$ cat src/rtl/stepper_drive.sv
// stepper_drive: turns (dir, val, done) steering commands into paced bursts of
// full steps on a 4-coil unipolar stepper, tracks absolute mount position,
// enforces soft travel limits and holds off new commands while settling.
module stepper_drive #(
    parameter logic [15:0] STEP_PERIOD   = 16'd50000,
    parameter logic [23:0] SETTLE_CYCLES = 24'd2700000,
    parameter logic [7:0]  MAX_CMD_STEPS = 8'd32,
    parameter logic [9:0]  POS_MIN       = 10'd0,
    parameter logic [9:0]  POS_MAX       = 10'd400,
    parameter logic [9:0]  POS_RESET     = 10'd200
) (
    input  logic       clock,
    input  logic       reset,
    input  logic       enable,
    input  logic       dir,
    input  logic [7:0] val,
    input  logic       done,
    output logic [3:0] coils,
    output logic [9:0] position,
    output logic       busy,
    output logic       move_done,
    output logic       limit_hit
);

    typedef enum logic [1:0] {
        S_IDLE,
        S_STEP,
        S_SETTLE
    } state_t;

    state_t      r_state;
    logic [1:0]  r_phase;
    logic [3:0]  r_coils;
    logic [9:0]  r_position;
    logic        r_busy;
    logic        r_move_done;
    logic        r_limit_hit;
    logic        r_dir;
    logic [7:0]  r_remaining;
    logic [15:0] r_step_timer;
    logic [23:0] r_settle_timer;

    logic [1:0]  w_next_phase;
    logic        w_at_limit;
    logic [7:0]  w_cmd_steps;
    logic        w_accept;

    // Full-step drive pattern for each phase index.
    function automatic logic [3:0] phase_coils(input logic [1:0] idx);
        case (idx)
            2'd0:    phase_coils = 4'b1100;
            2'd1:    phase_coils = 4'b0110;
            2'd2:    phase_coils = 4'b0011;
            default: phase_coils = 4'b1001;
        endcase
    endfunction

    // Next phase, limit test and clamped step count for the current command.
    always_comb begin
        w_next_phase = r_dir ? (r_phase - 2'd1) : (r_phase + 2'd1);
        w_at_limit   = r_dir ? (r_position == POS_MIN) : (r_position == POS_MAX);
        w_cmd_steps  = (val > MAX_CMD_STEPS) ? MAX_CMD_STEPS : val;
        w_accept     = enable && done && (val != 8'd0);
    end

    // Move sequencer: accept, pace steps, settle, abort on enable low.
    always_ff @(posedge clock) begin
        if (reset) begin
            r_state        <= S_IDLE;
            r_phase        <= 2'd0;
            r_coils        <= 4'b1100;
            r_position     <= POS_RESET;
            r_busy         <= 1'b0;
            r_move_done    <= 1'b0;
            r_limit_hit    <= 1'b0;
            r_dir          <= 1'b0;
            r_remaining    <= '0;
            r_step_timer   <= '0;
            r_settle_timer <= '0;
        end else begin
            r_move_done <= 1'b0;
            case (r_state)
                S_IDLE: begin
                    if (w_accept) begin
                        r_state      <= S_STEP;
                        r_dir        <= dir;
                        r_remaining  <= w_cmd_steps;
                        r_limit_hit  <= 1'b0;
                        r_step_timer <= '0;
                        r_busy       <= 1'b1;
                    end
                end
                S_STEP: begin
                    if (!enable) begin
                        r_state <= S_IDLE;
                        r_busy  <= 1'b0;
                    end else if (r_step_timer == STEP_PERIOD - 16'd1) begin
                        if (w_at_limit) begin
                            r_limit_hit    <= 1'b1;
                            r_state        <= S_SETTLE;
                            r_settle_timer <= '0;
                        end else begin
                            r_phase      <= w_next_phase;
                            r_coils      <= phase_coils(w_next_phase);
                            r_position   <= r_dir ? (r_position - 10'd1) : (r_position + 10'd1);
                            r_remaining  <= r_remaining - 8'd1;
                            r_step_timer <= '0;
                            if (r_remaining == 8'd1) begin
                                r_state        <= S_SETTLE;
                                r_settle_timer <= '0;
                            end
                        end
                    end else begin
                        r_step_timer <= r_step_timer + 16'd1;
                    end
                end
                S_SETTLE: begin
                    if (!enable) begin
                        r_state <= S_IDLE;
                        r_busy  <= 1'b0;
                    end else if (r_settle_timer == SETTLE_CYCLES - 24'd1) begin
                        r_state     <= S_IDLE;
                        r_busy      <= 1'b0;
                        r_move_done <= 1'b1;
                    end else begin
                        r_settle_timer <= r_settle_timer + 24'd1;
                    end
                end
                default: begin
                    r_state <= S_IDLE;
                    r_busy  <= 1'b0;
                end
            endcase
        end
    end

    assign coils     = r_coils;
    assign position  = r_position;
    assign busy      = r_busy;
    assign move_done = r_move_done;
    assign limit_hit = r_limit_hit;

endmodule

$ cat config.mk
export PLATFORM = sky130hd
export DESIGN_NAME = stepper_drive
export DESIGN_NICKNAME = d
export VERILOG_FILES = /design/src/rtl/stepper_drive.sv
export SDC_FILE = /design/constraint.sdc
export NUM_CORES = 1
export LEC_CHECK = 0
export BUFFER_PORTS_ARGS = -buffer_cell sky130_fd_sc_hd__buf_2
export CAP_MARGIN = 30
export CELL_PAD_IN_SITES_DETAIL_PLACEMENT = 0
export CELL_PAD_IN_SITES_GLOBAL_PLACEMENT = 1
export CORE_MARGIN = 2
export CORE_UTILIZATION = 46
export DETAILED_ROUTE_END_ITERATION = 10
export PLACE_DENSITY_LB_ADDON = 0.1
export SYNTH_ARGS = -nofsm -noshare
export SYNTH_HDL_FRONTEND = slang
export SYNTH_SLANG_ARGS = --single-unit
$ cat constraint.sdc
create_clock -name clock -period 2.7 [get_ports clock]
set_input_delay 0 -clock clock [delete_from_list [all_inputs] [get_ports clock]]
set_output_delay 0 -clock clock [all_outputs]
set_load 0.01 [all_outputs]
==> key figures <==
Setup path
  • Worst EP required: ~2.9 ns
  • Reg2reg start: r_dir
  • CP Data Arrival Time: between 2 and 3 ns
  • Crit Path Category: flop to flop
  • Startpoint types: flop
  • Register-to-Register Path Depth: 6
  • CP startpoint: r_dir
  • Critical-path maximum fanout: 16
  • CP endpoint kind: flop

Route
  • Via density: 5.77
  • DRC errors left: 0
  • DR WL/cell: about 15 um
  • Drt total wl: roughly 9400 um
  • Initial DRC Count: ~130
  • Post-detailed-route count of antenna-violating nets: 0
  • Initial DRT Pass Iterations: 4
  • Vias: between 3000 and 4000

Synthesis
  • #FFs+latches synth: 70
  • Cells after Synth: 475
  • Mean Syn Cell Area: about 8.4 um^2
  • Post-Syn Area: approximately 4000 um^2
  • Dominant synthesized flop cell: dfxtp_1
  • Unique masters post-synth: 66
  • Yosys warns: 0
  • Async set-reset flop share out of synthesis: 0%
  • Syn_nets: 501
  • Post-synth EDFFs: 0
  • Post-synthesis sequential area ratio: between 30% and 40%

Placed design
  • IO buf count: 29
  • Cell Area, Placed: around 4200 um^2
  • Gpl congestion: 0.808
  • HPWL after detailed placement: 6590 um

Clock network
  • Root buf cell: clkbuf_8
  • Clock Latency Late Sink: about 0.34 ns
  • CTS tree: done
  • Post-CTS setup buffers: 0
  • Maximum clock insertion buffer count: 2
  • Hold_buf cts: 3
  • Clock transition at path regs: around 0.08 ns
  • CTS H-tree lvls: 3
  • # resized after CTS: 0
  • Clock sink count: 70
  • CTS Buf Count: 9

STA
  • Final slew viol count: 0
  • RSZ-0062 raised after global routing: false
  • Setup TNS: 0 ns
  • Tcrit/Tclk final: 87.1%
  • # setup viols final: 0
  • Final Skew: 0.0111 ns
  • Fin. Hold Viols: 0
  • Min Tclk post-route: roughly 2.4 ns
  • Worst-margin pin slew: slightly above 0.7 ns
  • Slew Limit Headroom: a little over half
  • Max Clk Rate: between 400 and 500 MHz

Power and ir drop
  • Pwr/cell area: around 500 nW/um^2
  • P_leak: 0.00165 uW
  • Worst vdd ir: 0.000232 V

Final layout
  • Area grow syn2layout: 12.0%
  • Commonest non-fill, non-tap cell in the layout: dfxtp_1
  • Ant. Diodes: 0
  • Fraction of layout cells with a size suffix above 1: 15.5%
  • Final layout net count: 533
  • Cell area after layout: roughly 4500 um^2
  • Most frequent cells in the layout: dfxtp_1 (70), nor2_1 (51), nand2_1 (36)
  • Fillers: between 800 and 900

Die
  • Die height: 97.2 um
  • FP Rows: 33
  • Initial Util: 48.1%
  • I/O pin count: 30
  • Core ar.: 8300 um^2
  • Die area: approximately 9400 um^2
  • Die W: slightly below 100 um

Status
  • Run status: completed

GRT
  • Gr usage total: 20.4%
  • First-pass GRT wire length: ~16000 um
  • GR Overflow Total: 0
  • Vias in the first global route: roughly 3300
  • Initial antenna violation count: 0
  • Largest net degree at the start of global routing: 30

Min path
  • Worst Hold Class: input port to flop
  • HP Start: val[4]
  • Hold path cells: 3

Run
  • Max Cap Violations: 0
[layout make-up]
cell class	count	area (um^2)	area share, %
well taps	105	131	2.94
clock buffers	11	151	3.38
flip-flops and latches	70	1400	31.3
inverters	6	22.5	0.503
clock inverters	4	70.1	1.57
multi-input cells	378	2450	54.7
repair buffers	42	250	5.59
[flip-flops by register name, indices dropped and copies added, names as in the netlist, 2 cells and up]
name            flops
r_state             2
r_step_timer       16
coils               4
r_settle_timer     24
position           10
r_remaining         8
r_phase             2
[synth_stat cells (all sizes together), types with 2 or more instances]
master | instances | area, um^2
nand2b | 6 | 37.5
or3b | 2 | 17.5
inv | 6 | 22.5
nand2 | 37 | 146
and2 | 2 | 12.5
ha | 12 | 150
o21ai | 41 | 205
xnor2 | 5 | 43.8
nand4b | 2 | 17.5
o21bai | 2 | 15.0
mux2i | 2 | 20.0
nor4 | 7 | 43.8
nor3 | 19 | 110
a41oi | 5 | 51.3
buf | 10 | 80.1
o31ai | 9 | 67.6
o211ai | 4 | 30.0
or3 | 5 | 31.3
a311oi | 4 | 52.6
a21o | 3 | 22.5
and3 | 11 | 68.8
nor2b | 5 | 31.3
xor2 | 22 | 193
nand4 | 11 | 68.8
nand3 | 21 | 105
nor4b | 2 | 17.5
a211oi | 7 | 65.1
and4 | 5 | 43.8
nor2 | 62 | 324
a211o | 2 | 17.5
dfxtp | 70 | 1400
clkbuf | 11 | 42.5
a31oi | 6 | 37.5
a21oi | 36 | 184
nor4bb | 4 | 40.0
[metal layers]
metal,routed length (um),GRT usage (%)
met1,4620,28.0
met2,4300,32.3
met3,401,5.11
met4,97,5.20
met5,0,0
[metrics by stage]
| step | worst slack [ns] | total power (uW) | util [%] | std cells | hold WS, ns |
|---|---|---|---|---|---|
| after floorplan | 0.504 | 1250 | - | 475 | 0.147 |
| after global placement | 0.418 | 1300 | 50.9 | 598 | 0.250 |
| after detailed placement | 0.347 | 1300 | 50.9 | 598 | 0.246 |
| after CTS | 0.337 | 2260 | 53.9 | 616 | 0.0185 |
| after global routing | 0.145 | 2340 | 53.9 | 616 | 0.0422 |
| final | 0.350 | 2230 | 53.9 | 616 | 0.0374 |
[where the power goes]
group | switching, uW | total, uW | internal, uW | leakage (uW)
combinational | 136 | 218 | 81.7 | 0.000972
clock | 393 | 956 | 563 | 0.000115
sequential | 16.7 | 1060 | 1040 | 0.000565
[path summary, 6_finish.rpt]
kind / end / slack (ns)
hold reg to reg: r_settle_timer[23] / 0.47
setup / recovery: r_step_timer[10] / 0.35
hold / removal: r_remaining[4] / 0.04
setup reg to reg: r_step_timer[10] / 0.35
[kinds of logic (layout without fill, tap and decap cells)]
family	count (synthesis)	in the layout	synth area share, %
buffers and inverters	27	63	3.63
adders and majority gates	13	13	4.26
AOI/OAI and AO/OA	130	130	21.5
and+or+nand+nor	206	206	29.1
xor gates and xnor gates	27	27	5.92
muxes	2	2	0.501
DFF	70	70	35.1
[worst max-delay path: stages, from the launching register on]
cell,delay (ns)
dfxtp_1,0.50
and4b_1,0.25
o211ai_1,0.31
nand3_1,0.21
a211o_1,0.48
nand2_4,0.36
o2bb2ai_1,0.12
(Power assumes the default switching activity.)
